File: config.mk
export PLATFORM = sky130hd
export DESIGN_NAME = mem_port_arbiter_flat
export DESIGN_NICKNAME = d
export VERILOG_FILES = /design/src/rtl/mem_port_arbiter_if.sv /design/src/rtl/mem_port_arbiter.sv /design/src/flat_wrapper.sv
export SDC_FILE = /design/constraint.sdc
export NUM_CORES = 1
export LEC_CHECK = 0
export ABC_AREA = 1
export ABC_CLOCK_PERIOD_IN_PS = 1650
export BUFFER_PORTS_ARGS = -buffer_cell sky130_fd_sc_hd__buf_2
export CORE_MARGIN = 2
export CORE_UTILIZATION = 43
export CTS_CLUSTER_SIZE = 12
export DETAILED_ROUTE_END_ITERATION = 7
export MAX_ROUTING_LAYER = met4
export PLACE_DENSITY_LB_ADDON = 0.05
export SYNTH_ARGS = -nofsm -noshare
export SYNTH_HDL_FRONTEND = slang
export SYNTH_SLANG_ARGS = --single-unit
File: constraint.sdc
create_clock -name clk -period 1.65 [get_ports clk]
set_input_delay 0 -clock clk [delete_from_list [all_inputs] [get_ports clk]]
set_output_delay 0 -clock clk [all_outputs]
set_load 0.05 [all_outputs]
File: src/rtl/mem_port_arbiter_if.sv
// Bus bundle between the two requesters (fetch F, data D), the unified
// single-port memory and the halt handshake of mem_port_arbiter.
//   slave  : the arbiter's view (takes requests, drives grants/responses
//            and the memory command, receives mem_rdata).
//   master : the surrounding CPU/memory view (drives requests, halt_req
//            and mem_rdata, observes grants, responses and halted).
interface mem_port_arbiter_if #(
  parameter int BUSW  = 32,
  parameter int MINDW = 12
);
  // fetch port
  logic             f_req;
  logic [MINDW-1:0] f_addr;
  logic             f_gnt;
  logic             f_rvalid;
  logic [BUSW-1:0]  f_rdata;
  // data port
  logic             d_req;
  logic             d_we;
  logic [MINDW-1:0] d_addr;
  logic [BUSW-1:0]  d_wdata;
  logic             d_gnt;
  logic             d_rvalid;
  logic [BUSW-1:0]  d_rdata;
  // memory command / read return
  logic             mem_en;
  logic             mem_we;
  logic [MINDW-1:0] mem_addr;
  logic [BUSW-1:0]  mem_wdata;
  logic [BUSW-1:0]  mem_rdata;
  // halt handshake
  logic             halt_req;
  logic             halted;

  modport slave (
    input  f_req, f_addr, d_req, d_we, d_addr, d_wdata, mem_rdata, halt_req,
    output f_gnt, f_rvalid, f_rdata, d_gnt, d_rvalid, d_rdata,
           mem_en, mem_we, mem_addr, mem_wdata, halted
  );

  modport master (
    output f_req, f_addr, d_req, d_we, d_addr, d_wdata, mem_rdata, halt_req,
    input  f_gnt, f_rvalid, f_rdata, d_gnt, d_rvalid, d_rdata,
           mem_en, mem_we, mem_addr, mem_wdata, halted
  );
endinterface

File: src/rtl/mem_port_arbiter.sv
// mem_port_arbiter
// Shares one single-port program/data memory between instruction fetch (F)
// and LD/STR data access (D). At most one access is issued per cycle; read
// data comes back one cycle later on the owner's rvalid/rdata. D wins a
// conflict unless F has already lost STARVE_MAX cycles in a row. A halt
// handshake stops granting, lets the outstanding read finish and then
// reports halted.
// Ports:
//   clk    rising-edge clock
//   rst_n  asynchronous active-low reset
//   bus    mem_port_arbiter_if.slave: F/D request ports, memory command,
//          mem_rdata return, halt_req/halted
module mem_port_arbiter #(
  parameter int BUSW       = 32,
  parameter int MINDW      = 12,
  parameter int STARVE_MAX = 3
) (
  input  logic              clk,
  input  logic              rst_n,
  mem_port_arbiter_if.slave bus
);

  typedef enum logic [1:0] {
    ST_RUN    = 2'd0,
    ST_DRAIN  = 2'd1,
    ST_HALTED = 2'd2
  } state_e;

  typedef enum logic [1:0] {
    OWN_NONE = 2'd0,
    OWN_F    = 2'd1,
    OWN_D    = 2'd2
  } owner_e;

  localparam logic [3:0] STARVE_LIM = 4'(STARVE_MAX);

  state_e          state_q, state_d;
  owner_e          resp_owner_q, resp_owner_d;
  logic [3:0]      starve_cnt_q, starve_cnt_d;
  logic [BUSW-1:0] f_rdata_q, f_rdata_d;
  logic [BUSW-1:0] d_rdata_q, d_rdata_d;
  logic            grant_ok;
  logic            f_win;
  logic            d_win;

  function automatic logic [3:0] starve_inc(input logic [3:0] cnt);
    if (cnt >= STARVE_LIM) return STARVE_LIM;
    else                   return cnt + 4'd1;
  endfunction

  // State register
  always_ff @(posedge clk or negedge rst_n) begin
    if (!rst_n) begin
      state_q      <= ST_RUN;
      resp_owner_q <= OWN_NONE;
      starve_cnt_q <= '0;
      f_rdata_q    <= '0;
      d_rdata_q    <= '0;
    end else begin
      state_q      <= state_d;
      resp_owner_q <= resp_owner_d;
      starve_cnt_q <= starve_cnt_d;
      f_rdata_q    <= f_rdata_d;
      d_rdata_q    <= d_rdata_d;
    end
  end

  // Next-state logic
  always_comb begin
    state_d = state_q;
    case (state_q)
      ST_RUN:    if (bus.halt_req) state_d = ST_DRAIN;
      ST_DRAIN: begin
        if (!bus.halt_req)                state_d = ST_RUN;
        else if (resp_owner_q == OWN_NONE) state_d = ST_HALTED;
      end
      ST_HALTED: if (!bus.halt_req) state_d = ST_RUN;
      default:   state_d = ST_RUN;
    endcase
  end

  // Outputs: arbitration, memory command, read return, halted
  always_comb begin
    // rst_n gates the grants so nothing is issued while reset is held,
    // even though the state flop already reads RUN. HALTED with halt_req
    // low grants in the same cycle it leaves, DRAIN never grants.
    grant_ok = rst_n && !bus.halt_req &&
               ((state_q == ST_RUN) || (state_q == ST_HALTED));
    f_win = 1'b0;
    d_win = 1'b0;
    if (grant_ok) begin
      if (bus.d_req && !(bus.f_req && (starve_cnt_q == STARVE_LIM))) d_win = 1'b1;
      else if (bus.f_req)                                           f_win = 1'b1;
    end

    bus.f_gnt     = f_win;
    bus.d_gnt     = d_win;
    bus.mem_en    = f_win | d_win;
    bus.mem_we    = d_win & bus.d_we;
    bus.mem_addr  = f_win ? bus.f_addr : (d_win ? bus.d_addr : '0);
    bus.mem_wdata = d_win ? bus.d_wdata : '0;

    // Owner sees mem_rdata directly; the other port keeps its last word.
    bus.f_rvalid  = (resp_owner_q == OWN_F);
    bus.d_rvalid  = (resp_owner_q == OWN_D);
    bus.f_rdata   = bus.f_rvalid ? bus.mem_rdata : f_rdata_q;
    bus.d_rdata   = bus.d_rvalid ? bus.mem_rdata : d_rdata_q;

    // Idle as soon as the drain has nothing left in flight, not only once
    // the HALTED state has been entered.
    bus.halted    = bus.halt_req &&
                    ((state_q == ST_HALTED) ||
                     ((state_q == ST_DRAIN) && (resp_owner_q == OWN_NONE)));
  end

  // Registered bookkeeping: response owner, starvation count, held rdata
  always_comb begin
    resp_owner_d = OWN_NONE;
    if (f_win)                    resp_owner_d = OWN_F;
    else if (d_win && !bus.d_we)  resp_owner_d = OWN_D;

    if (state_q == ST_HALTED)         starve_cnt_d = '0;
    else if (bus.f_req && !f_win)     starve_cnt_d = starve_inc(starve_cnt_q);
    else                              starve_cnt_d = '0;

    f_rdata_d = (resp_owner_q == OWN_F) ? bus.mem_rdata : f_rdata_q;
    d_rdata_d = (resp_owner_q == OWN_D) ? bus.mem_rdata : d_rdata_q;
  end

endmodule

File: src/flat_wrapper.sv
// flat-port wrapper written by rule: the top's interface ports become plain ports
module mem_port_arbiter_flat 
#(
  parameter int BUSW       = 32,
  parameter int MINDW      = 12,
  parameter int STARVE_MAX = 3
)
  (clk, rst_n, bus_f_req, bus_f_addr, bus_d_req, bus_d_we, bus_d_addr, bus_d_wdata, bus_mem_rdata, bus_halt_req, bus_f_gnt, bus_f_rvalid, bus_f_rdata, bus_d_gnt, bus_d_rvalid, bus_d_rdata, bus_mem_en, bus_mem_we, bus_mem_addr, bus_mem_wdata, bus_halted);
  mem_port_arbiter_if #(.BUSW(BUSW), .MINDW(MINDW)) bus_i ();
  input  logic clk;
  input  logic rst_n;
  input wire logic [$bits(bus_i.f_req)-1:0] bus_f_req;
  input wire logic [$bits(bus_i.f_addr)-1:0] bus_f_addr;
  input wire logic [$bits(bus_i.d_req)-1:0] bus_d_req;
  input wire logic [$bits(bus_i.d_we)-1:0] bus_d_we;
  input wire logic [$bits(bus_i.d_addr)-1:0] bus_d_addr;
  input wire logic [$bits(bus_i.d_wdata)-1:0] bus_d_wdata;
  input wire logic [$bits(bus_i.mem_rdata)-1:0] bus_mem_rdata;
  input wire logic [$bits(bus_i.halt_req)-1:0] bus_halt_req;
  output wire logic [$bits(bus_i.f_gnt)-1:0] bus_f_gnt;
  output wire logic [$bits(bus_i.f_rvalid)-1:0] bus_f_rvalid;
  output wire logic [$bits(bus_i.f_rdata)-1:0] bus_f_rdata;
  output wire logic [$bits(bus_i.d_gnt)-1:0] bus_d_gnt;
  output wire logic [$bits(bus_i.d_rvalid)-1:0] bus_d_rvalid;
  output wire logic [$bits(bus_i.d_rdata)-1:0] bus_d_rdata;
  output wire logic [$bits(bus_i.mem_en)-1:0] bus_mem_en;
  output wire logic [$bits(bus_i.mem_we)-1:0] bus_mem_we;
  output wire logic [$bits(bus_i.mem_addr)-1:0] bus_mem_addr;
  output wire logic [$bits(bus_i.mem_wdata)-1:0] bus_mem_wdata;
  output wire logic [$bits(bus_i.halted)-1:0] bus_halted;
  assign bus_i.f_req = bus_f_req;
  assign bus_i.f_addr = bus_f_addr;
  assign bus_i.d_req = bus_d_req;
  assign bus_i.d_we = bus_d_we;
  assign bus_i.d_addr = bus_d_addr;
  assign bus_i.d_wdata = bus_d_wdata;
  assign bus_i.mem_rdata = bus_mem_rdata;
  assign bus_i.halt_req = bus_halt_req;
  assign bus_f_gnt = bus_i.f_gnt;
  assign bus_f_rvalid = bus_i.f_rvalid;
  assign bus_f_rdata = bus_i.f_rdata;
  assign bus_d_gnt = bus_i.d_gnt;
  assign bus_d_rvalid = bus_i.d_rvalid;
  assign bus_d_rdata = bus_i.d_rdata;
  assign bus_mem_en = bus_i.mem_en;
  assign bus_mem_we = bus_i.mem_we;
  assign bus_mem_addr = bus_i.mem_addr;
  assign bus_mem_wdata = bus_i.mem_wdata;
  assign bus_halted = bus_i.halted;
  mem_port_arbiter #(.BUSW(BUSW), .MINDW(MINDW), .STARVE_MAX(STARVE_MAX)) u_core (.clk(clk), .rst_n(rst_n), .bus(bus_i));
endmodule
==> results of run 1 <==
==> stage by stage <==
stage / utilization [%] / worst slack, ns
floorplan: - / -0.0369
global placement: 69.2 / 0.175
detailed placement: 69.2 / 0.121
CTS: 84.2 / -0.122
global route: 88.6 / -0.246
finish: 88.6 / -0.166
==> cell usage after synthesis <==
| cell type | count | share of area [%] |
|---|---|---|
| nand3_1 | 15 | 2.2 |
| nor2_2 | 14 | 2.6 |
| nor2_8 | 1 | 0.58 |
| inv_2 | 3 | 0.33 |
| nand2_2 | 2 | 0.37 |
| ha_1 | 1 | 0.37 |
| nor2_1 | 7 | 0.77 |
| clkbuf_2 | 6 | 0.88 |
| inv_8 | 1 | 0.33 |
| o21ai_0 | 66 | 9.6 |
| inv_1 | 74 | 8.1 |
| buf_12 | 2 | 1.2 |
| buf_2 | 4 | 0.58 |
| buf_6 | 4 | 1.3 |
| buf_4 | 2 | 0.44 |
| nand3_4 | 1 | 0.51 |
| nor2_4 | 19 | 6.2 |
| a21oi_1 | 2 | 0.29 |
| nand2_4 | 1 | 0.33 |
| dfrtp_1 | 72 | 53 |
| conb_1 | 1 | 0.11 |
| nand2_1 | 94 | 10 |
==> where the power goes <==
group	internal, uW	switching [uW]
Sequential	2230	165
Clock	731	651
Combinational	1690	3110
Total	4650	3930
==> per-layer routing <==
layer,part of all wire [%],wire (um),up-vias,global-route usage [%]
li1,-,-,1671,-
met1,38,4990,1759,33.6
met2,54,7020,168,48.1
met3,4.7,615,32,4.35
met4,3.6,471,0,11.6
met5,0,0,-,-
==> worst max-delay path: cells and delay by family, from the launching register on <==
kind,cells,cell delay [ns]
AND/OR/NAND/NOR,6,0.52
flip-flops,1,0.40
buffers and inverters,3,0.37
adder cells (fa/ha/maj),1,0.20
==> sequential cells by signal, summed over array words and instances (netlist names) <==
name,flops
u_core.f_rdata_q,32
u_core.state_q,2
u_core.d_rdata_q,32
u_core.resp_owner_q,2
u_core.starve_cnt_q,4
==> what timing repair did <==
action,CTS,global route
hold endpoints to repair,62,0
hold buffers,17,0
setup endpoints to repair,112,92
setup buffers,10,3
resized for setup,199,97
cloned,4,1
pin swaps,1,1
==> how the worst max path moves through the flow <==
stage	cells past startpoint	slack (ns)	end	startpoint
floorplan	5	-0.04	u_core.d_rdata_q[10]	u_core.resp_owner_q[1]
global placement	10	0.17	bus_mem_addr[9]	u_core.starve_cnt_q[0]
detailed placement	10	0.12	bus_mem_addr[7]	u_core.starve_cnt_q[0]
CTS	10	-0.12	bus_mem_wdata[31]	u_core.starve_cnt_q[0]
global route	10	-0.25	bus_mem_addr[0]	u_core.starve_cnt_q[0]
finish	10	-0.17	bus_mem_addr[0]	u_core.starve_cnt_q[0]
==> cell usage in the layout (no fill, tap or decap), types with 3 or more instances in the layout <==
| master | synthesis | layout |
|---|---|---|
| buf_16 | 0 | 5 |
| inv_16 | 0 | 3 |
| buf_6 | 4 | 96 |
| buf_2 | 4 | 95 |
| nor2_4 | 19 | 34 |
| inv_1 | 74 | 73 |
| o21ai_4 | 0 | 64 |
| nand2_2 | 2 | 21 |
| nor2_2 | 14 | 3 |
| buf_12 | 2 | 6 |
| dfrtp_1 | 72 | 72 |
| buf_8 | 0 | 10 |
| clkbuf_8 | 0 | 10 |
| nor2_1 | 7 | 3 |
| nand2_1 | 94 | 74 |
| nand3_1 | 15 | 15 |
| dlygate4sd3_1 | 0 | 17 |
| buf_4 | 2 | 22 |
==> cell type report <==
type	count	area, um^2	share of cell area (%)
Clock inverter	3	42.5	0.622
Multi-Input combinational cell	225	2040	29.8
Timing Repair inverter	2	40.0	0.585
Inverter	78	322	4.70
Tap cell	102	128	1.86
Timing Repair Buffer	252	2320	34.0
Clock buffer	12	145	2.12
Sequential cell	72	1800	26.3
==> logic make-up after synthesis <==
logic type,after synthesis
and+or+nand+nor,154
buffers and inverters,96
DFF,72
AOI/OAI and AO/OA,68
adders and majority gates,1
other,1
==> results.tsv, run 1 <==
metric	value	unit
Antenna Nets Post-Route	0	
synth warn	0	
largest net degree at the start of global routing	39	
maximum vdd drop	1.33	mV
complex-gate fraction of the synthesized area	9.93	%
maxcap violations	0	
HPWL after detailed placement	7.24	mm
Hold Path Origin	bus_mem_rdata[28]	
PortBufs	208	
RD Place Congestion	0.743	
core outline area	7730	um^2
fillers	351	
number of global-route vias before repair	3749	
Final setup viols	52	
R2R Path End	u_core.resp_owner_q[1]	
initial antenna violation count	0	
Die Area	8700	um^2
hold violation count in the final report	0	
power per cell area	1250	nW/um^2
post-synthesis xor/xnor area fraction	0	%
minimum clock period	1.82	ns
Crit Path Category	flop to output pin	
Clock transition at path regs	0.08	ns
Final Worst Setup Slack	-0.166	ns
Post-Place Cells	696	
largest family of logic cells by synthesized area	simple AND/OR/NAND/NOR gates	
RSZ-0062 raised after global routing	true	
GR Overflow Total	0	
Hold Path Depth	3	
largest stage delay on the critical path	0.40	ns
post-synthesis mux area share	0	%
Worst path slowest cell	dfrtp_1	
via density per instance	4.87	
initial core utilization	44.3	%
first-pass GRT wire length	18.4	mm
drt pass-1 iters	4	
synth unique cells	22	
ANT cells	0	
Design Area, Final	6840	um^2
DRC viols	0	
reg2reg path depth	10	
failing checks	setup timing	
std cell rows	32	
clock sink count	72	
Arrival @ worst endpoint	1.82	ns
Pins Over Slew Limit	0	
hold endpoint	u_core.f_rdata_q[28]	
Leak Pwr	0.00346	uW
adder and majority cell fraction of the synthesized area	0.365	%
Die Y-Extent	93.3	um
total power	8580	uW
Setup TNS	-5.58	ns
drt wl/cell	17.6	um
H-Tree Depth	3	
outcome	finished with violations	
Synth Instances	392	
worst-path cell chain	ha_2 -> nand2_2 -> inv_1 -> nand2_2 -> nand2_4 -> nor2_8 -> buf_8 -> nand2_1 -> nand2_1 -> buf_6	
Startpoint Class	flop	
share of layout cells above drive strength 1	59.3	%
r2r startpoint	u_core.starve_cnt_q[0]	
CTS tree	done	
synth-to-layout area growth	99.8	%
non-filler instance count after layout	746	
clock skew	0.0139	ns
#FFs+latches synth	72	
die width	93.3	um
IO Pins	209	
endpoint type of the worst setup path	output pin	
Detailed Route WL	13.1	mm
Hold/Removal Path Class	primary input to flop	
fmax	551	MHz
TritonCTS buffer count	9	
mapped cell area	3430	um^2
data required time of the worst path	1.65	ns
R2R Setup Slk	0.13	ns
clock tree buffer depth	2	
Final Cycle Share	110	%
Clock Latency Late Sink	0.35	ns
sequential share of the synthesized area	52.6	%
DR vias	3630	
All-Layer GR Usage	28.3	%
clock root buffer	clkbuf_8	
worst-path fanout max	13	
Final Net Count	735	
Avg Cell Area, Syn	8.74	um^2
worst hold slack	0.0216	ns
iteration-0 DRC count of the detailed router	102	
Simple-Gate Fraction of Synth Area	23.8	%
placed cell area	5340	um^2
Note: power is estimated with default switching activity, not from simulation.
==> run 2, diff against run 1 <==
==> constraint.sdc (replaced) <==
create_clock -name clk -period 1.65 [get_ports clk]
set_input_delay 0.165 -clock clk [delete_from_list [all_inputs] [get_ports clk]]
set_output_delay 0.165 -clock clk [all_outputs]
set_load 0.05 [all_outputs]
==> run 2 against run 1 <==
The run now fails in global routing; area after synthesis is the same; synthesized cell count is the same.
==> results.tsv, run 2 <==
metric	value	unit
largest net degree at the start of global routing	73	
placed cell area	5430	um^2
All-Layer GR Usage	85.8	%
post-synth top area share	52.6	%
Die Y-Extent	93.3	um
outcome	stopped before the end	
synth unique cells	22	
error msg	[ERROR GRT-0232] Routing congestion too high. Check the congestion heatmap in the GUI.	
PortBufs	208	
clock sink count	72	
synth cell count leaders	94 x nand2_1, 74 x inv_1, 72 x dfrtp_1	
synth warn	0	
IO Pins	209	
initial core utilization	44.3	%
async set-reset flop share out of synthesis	100	%
cell taking the most area after synthesis	dfrtp_1	
clock tree buffer depth	2	
WEP type	primary output	
count leader, synth	nand2_1	
RD Place Congestion	0.754	
mapped cell area	3430	um^2
ys flop type	dfrtp_1	
sequential share of the synthesized area	52.6	%
EDFF count, synth	0	
TritonCTS buffer count	9	
#FFs+latches synth	72	
HPWL after detailed placement	7.09	mm
std cell rows	32	
H-Tree Depth	3	
Avg Cell Area, Syn	8.74	um^2
Exit stage	global routing	
Synth Instances	392	
GR Overflow Total	378	
post-GRT worst EP	bus_mem_addr[8]	
die width	93.3	um
clock root buffer	clkbuf_8	
synth top area cells	dfrtp_1 53%, nand2_1 10%, o21ai_0 9.6%	
## run 2: cell counts after synthesis
No cell type changed its count.
## run 2: routing by layer
metal  GRT usage, %  overflow
met1           79.0         0
met2            111       243
met3           51.7         1
met4            103       134
met5              -         -
## run 2: logic make-up after synthesis
logic type	synth area share, %
AOI/OAI and AO/OA	9.93
adders and majority gates	0.365
buffers and inverters	13.1
DFF	52.6
other	0.109
and+or+nand+nor	23.8
## run 2: what timing repair did
| action | 4_1_cts |
|---|---|
| cloned | 10 |
| hold buffers | 1 |
| hold endpoints to repair | 1 |
| setup endpoints to repair | 112 |
| resized for setup | 345 |
| pin swaps | 12 |
| buffers inserted | 34 |
## run 2: per-stage QoR
stage / setup WS (ns) / hold slack (ns) / setup TNS, ns / utilization (%) / instances
floorplan: -0.160 / -0.131 / -0.648 / - / 393
global placement: 0.00495 / 0.339 / 0 / 70.3 / 698
detailed placement: -0.0563 / 0.346 / -0.715 / 70.3 / 698
CTS: -0.290 / 0.0640 / -23.37 / 93.8 / 757
==> run 3, diff against run 2 <==
--- a/config.mk
+++ b/config.mk
@@ -9,11 +9,9 @@
 export ABC_CLOCK_PERIOD_IN_PS = 1650
 export BUFFER_PORTS_ARGS = -buffer_cell sky130_fd_sc_hd__buf_2
 export CORE_MARGIN = 2
-export CORE_UTILIZATION = 43
-export CTS_CLUSTER_SIZE = 12
+export CORE_UTILIZATION = 35
 export DETAILED_ROUTE_END_ITERATION = 7
-export MAX_ROUTING_LAYER = met4
-export PLACE_DENSITY_LB_ADDON = 0.05
+export PLACE_DENSITY_LB_ADDON = 0.15
 export SYNTH_ARGS = -nofsm -noshare
 export SYNTH_HDL_FRONTEND = slang
 export SYNTH_SLANG_ARGS = --single-unit
==> run 3 against run 2 <==
The flow now finishes, with violations (setup timing).
==> results.tsv, run 3 (same netlist as run 1, synthesis figures left out) <==
metric	value	unit
number of global-route vias before repair	3653	
initial antenna violation count	0	
Worst path slowest cell	dfrtp_1	
clock skew	0.0109	ns
drt pass-1 iters	4	
drt wl/cell	15.6	um
Final Worst Setup Slack	-0.307	ns
Final Net Count	752	
total power	9290	uW
maximum vdd drop	0.811	mV
Pins Over Slew Limit	0	
clock root buffer	clkbuf_8	
Clock transition at path regs	0.07	ns
largest registers	u_core.d_rdata_q (32), u_core.f_rdata_q (32), u_core.starve_cnt_q (4)	
GR Overflow Total	0	
RSZ-0062 raised after global routing	true	
PortBufs	208	
commonest non-fill, non-tap cell in the layout	buf_2	
Worst path depth	11	
maxcap violations	0	
fmax	511	MHz
P_int	5100	uW
worst-path fanout max	7	
synth-to-layout area growth	120	%
fillers	627	
first-pass GRT wire length	17.9	mm
Largest delay share family, worst path	simple AND/OR/NAND/NOR gates	
IO Pins	209	
Startpoint Class	flop	
Arrival @ worst endpoint	1.79	ns
HPWL after detailed placement	7.08	mm
Clk pwr share	15.2	%
All-Layer GR Usage	22.1	%
ANT cells	0	
hold violation count in the final report	0	
initial core utilization	35.5	%
reg2reg path depth	7	
share of layout cells above drive strength 1	71.1	%
largest stage delay on the critical path	0.39	ns
via density per instance	4.53	
Detailed Route WL	12.4	mm
data required time of the worst path	1.48	ns
core outline area	9640	um^2
largest net degree at the start of global routing	73	
most frequent cells in the layout	93 x buf_2, 83 x buf_6, 73 x inv_1	
DR vias	3604	
Net Sw Power	4190	uW
H-Tree Depth	3	
Final Cycle Share	119	%
TritonCTS buffer count	9	
Max transition margin	38.5	%
RD Place Congestion	0.775	
Comb power frac	57.5	%
Design Area, Final	7530	um^2
Crit Path Category	flop to output pin	
Clock Latency Late Sink	0.35	ns
Worst-Margin Slew	0.923	ns
WP buf/inv	4	
DRC viols	0	
clock sink count	72	
Die Area	10600	um^2
power per cell area	1230	nW/um^2
Antenna Nets Post-Route	0	
Final setup viols	112	
clock tree buffer depth	2	
endpoint type of the worst setup path	output pin	
Sw Ratio	45.1	%
minimum clock period	1.96	ns
CTS tree	done	
die width	103	um
iteration-0 DRC count of the detailed router	99	
Die Y-Extent	103	um
worst-path cell chain	ha_2 -> nand2_1 -> inv_1 -> nand2_2 -> nand2_4 -> nor2_8 -> buf_4 -> buf_6 -> nand2_1 -> nand2_2 -> buf_8	
Leak Pwr	0.00369	uW
Hold/Removal Path Class	primary input to asynchronous set/reset pin	
Sequential Power Share	27.3	%
std cell rows	36	
outcome	finished with violations	
placed cell area	5470	um^2
failing checks	setup timing	
run 3: timing repair:
| action | in CTS | in global routing |
|---|---|---|
| cloned | 12 | 4 |
| pin swaps | 11 | 17 |
| setup endpoints to repair | 112 | 113 |
| gates resized for setup | 349 | 76 |
| hold buffers | 1 | 0 |
| endpoints found under the hold margin | 1 | 0 |
| setup buffers | 24 | 20 |
run 3: area by class of cell:
| class | count | area, um^2 | area share (%) |
|---|---|---|---|
| Timing Repair Buffer | 269 | 2690 | 35.7 |
| Multi-Input combinational cell | 225 | 2330 | 31.0 |
| Sequential cell | 72 | 1800 | 23.9 |
| Inverter | 78 | 324 | 4.30 |
| Tap cell | 133 | 166 | 2.21 |
| Clock buffer | 10 | 128 | 1.69 |
| Clock inverter | 6 | 67.6 | 0.897 |
| Timing Repair inverter | 2 | 25.0 | 0.332 |
run 3: stage by stage:
step	setup slack, ns	cells	TNS [ns]	utilization [%]	hold slack (ns)
2_1_floorplan	-0.160	393	-0.648	-	-0.131
3_3_place_gp	0.0180	729	0	56.7	0.335
3_5_place_dp	-0.0428	729	-0.856	56.7	0.338
4_1_cts	-0.305	780	-27.04	75.2	0.0591
5_1_grt	-0.423	795	-36.84	78.2	0.0612
6_report	-0.307	795	-25.73	78.2	0.0762
run 3: power groups by stage:
stage	Combinational, uW	Clock (uW)	Sequential, uW
final	5340	1420	2540
after global routing	5570	1540	2570
after CTS	4960	1440	2430
after detailed placement	3910	0	2380
after global placement	3850	0	2370
after floorplan	3150	0	2350
run 3: worst paths after layout:
| path | from | endpoint | slack, ns |
|---|---|---|---|
| min | rst_n | u_core.state_q[1] | 0.08 |
| max in group asynchronous | rst_n | u_core.starve_cnt_q[0] | 0.98 |
| min reg2reg | u_core.f_rdata_q[23] | u_core.f_rdata_q[23] | 0.50 |
| max reg2reg | u_core.resp_owner_q[1] | u_core.f_rdata_q[12] | 0.14 |
| max | u_core.starve_cnt_q[0] | bus_mem_addr[4] | -0.31 |
| min in group clk | bus_halt_req | u_core.state_q[0] | 0.08 |
run 3: layer usage:
layer,vias to the layer above,part of all wire (%),GRT usage (%)
met5,-,0,0
met4,0,1.0,8.10
met3,9,6.2,5.69
met2,130,57,39.3
met1,1752,36,25.6
li1,1713,-,-
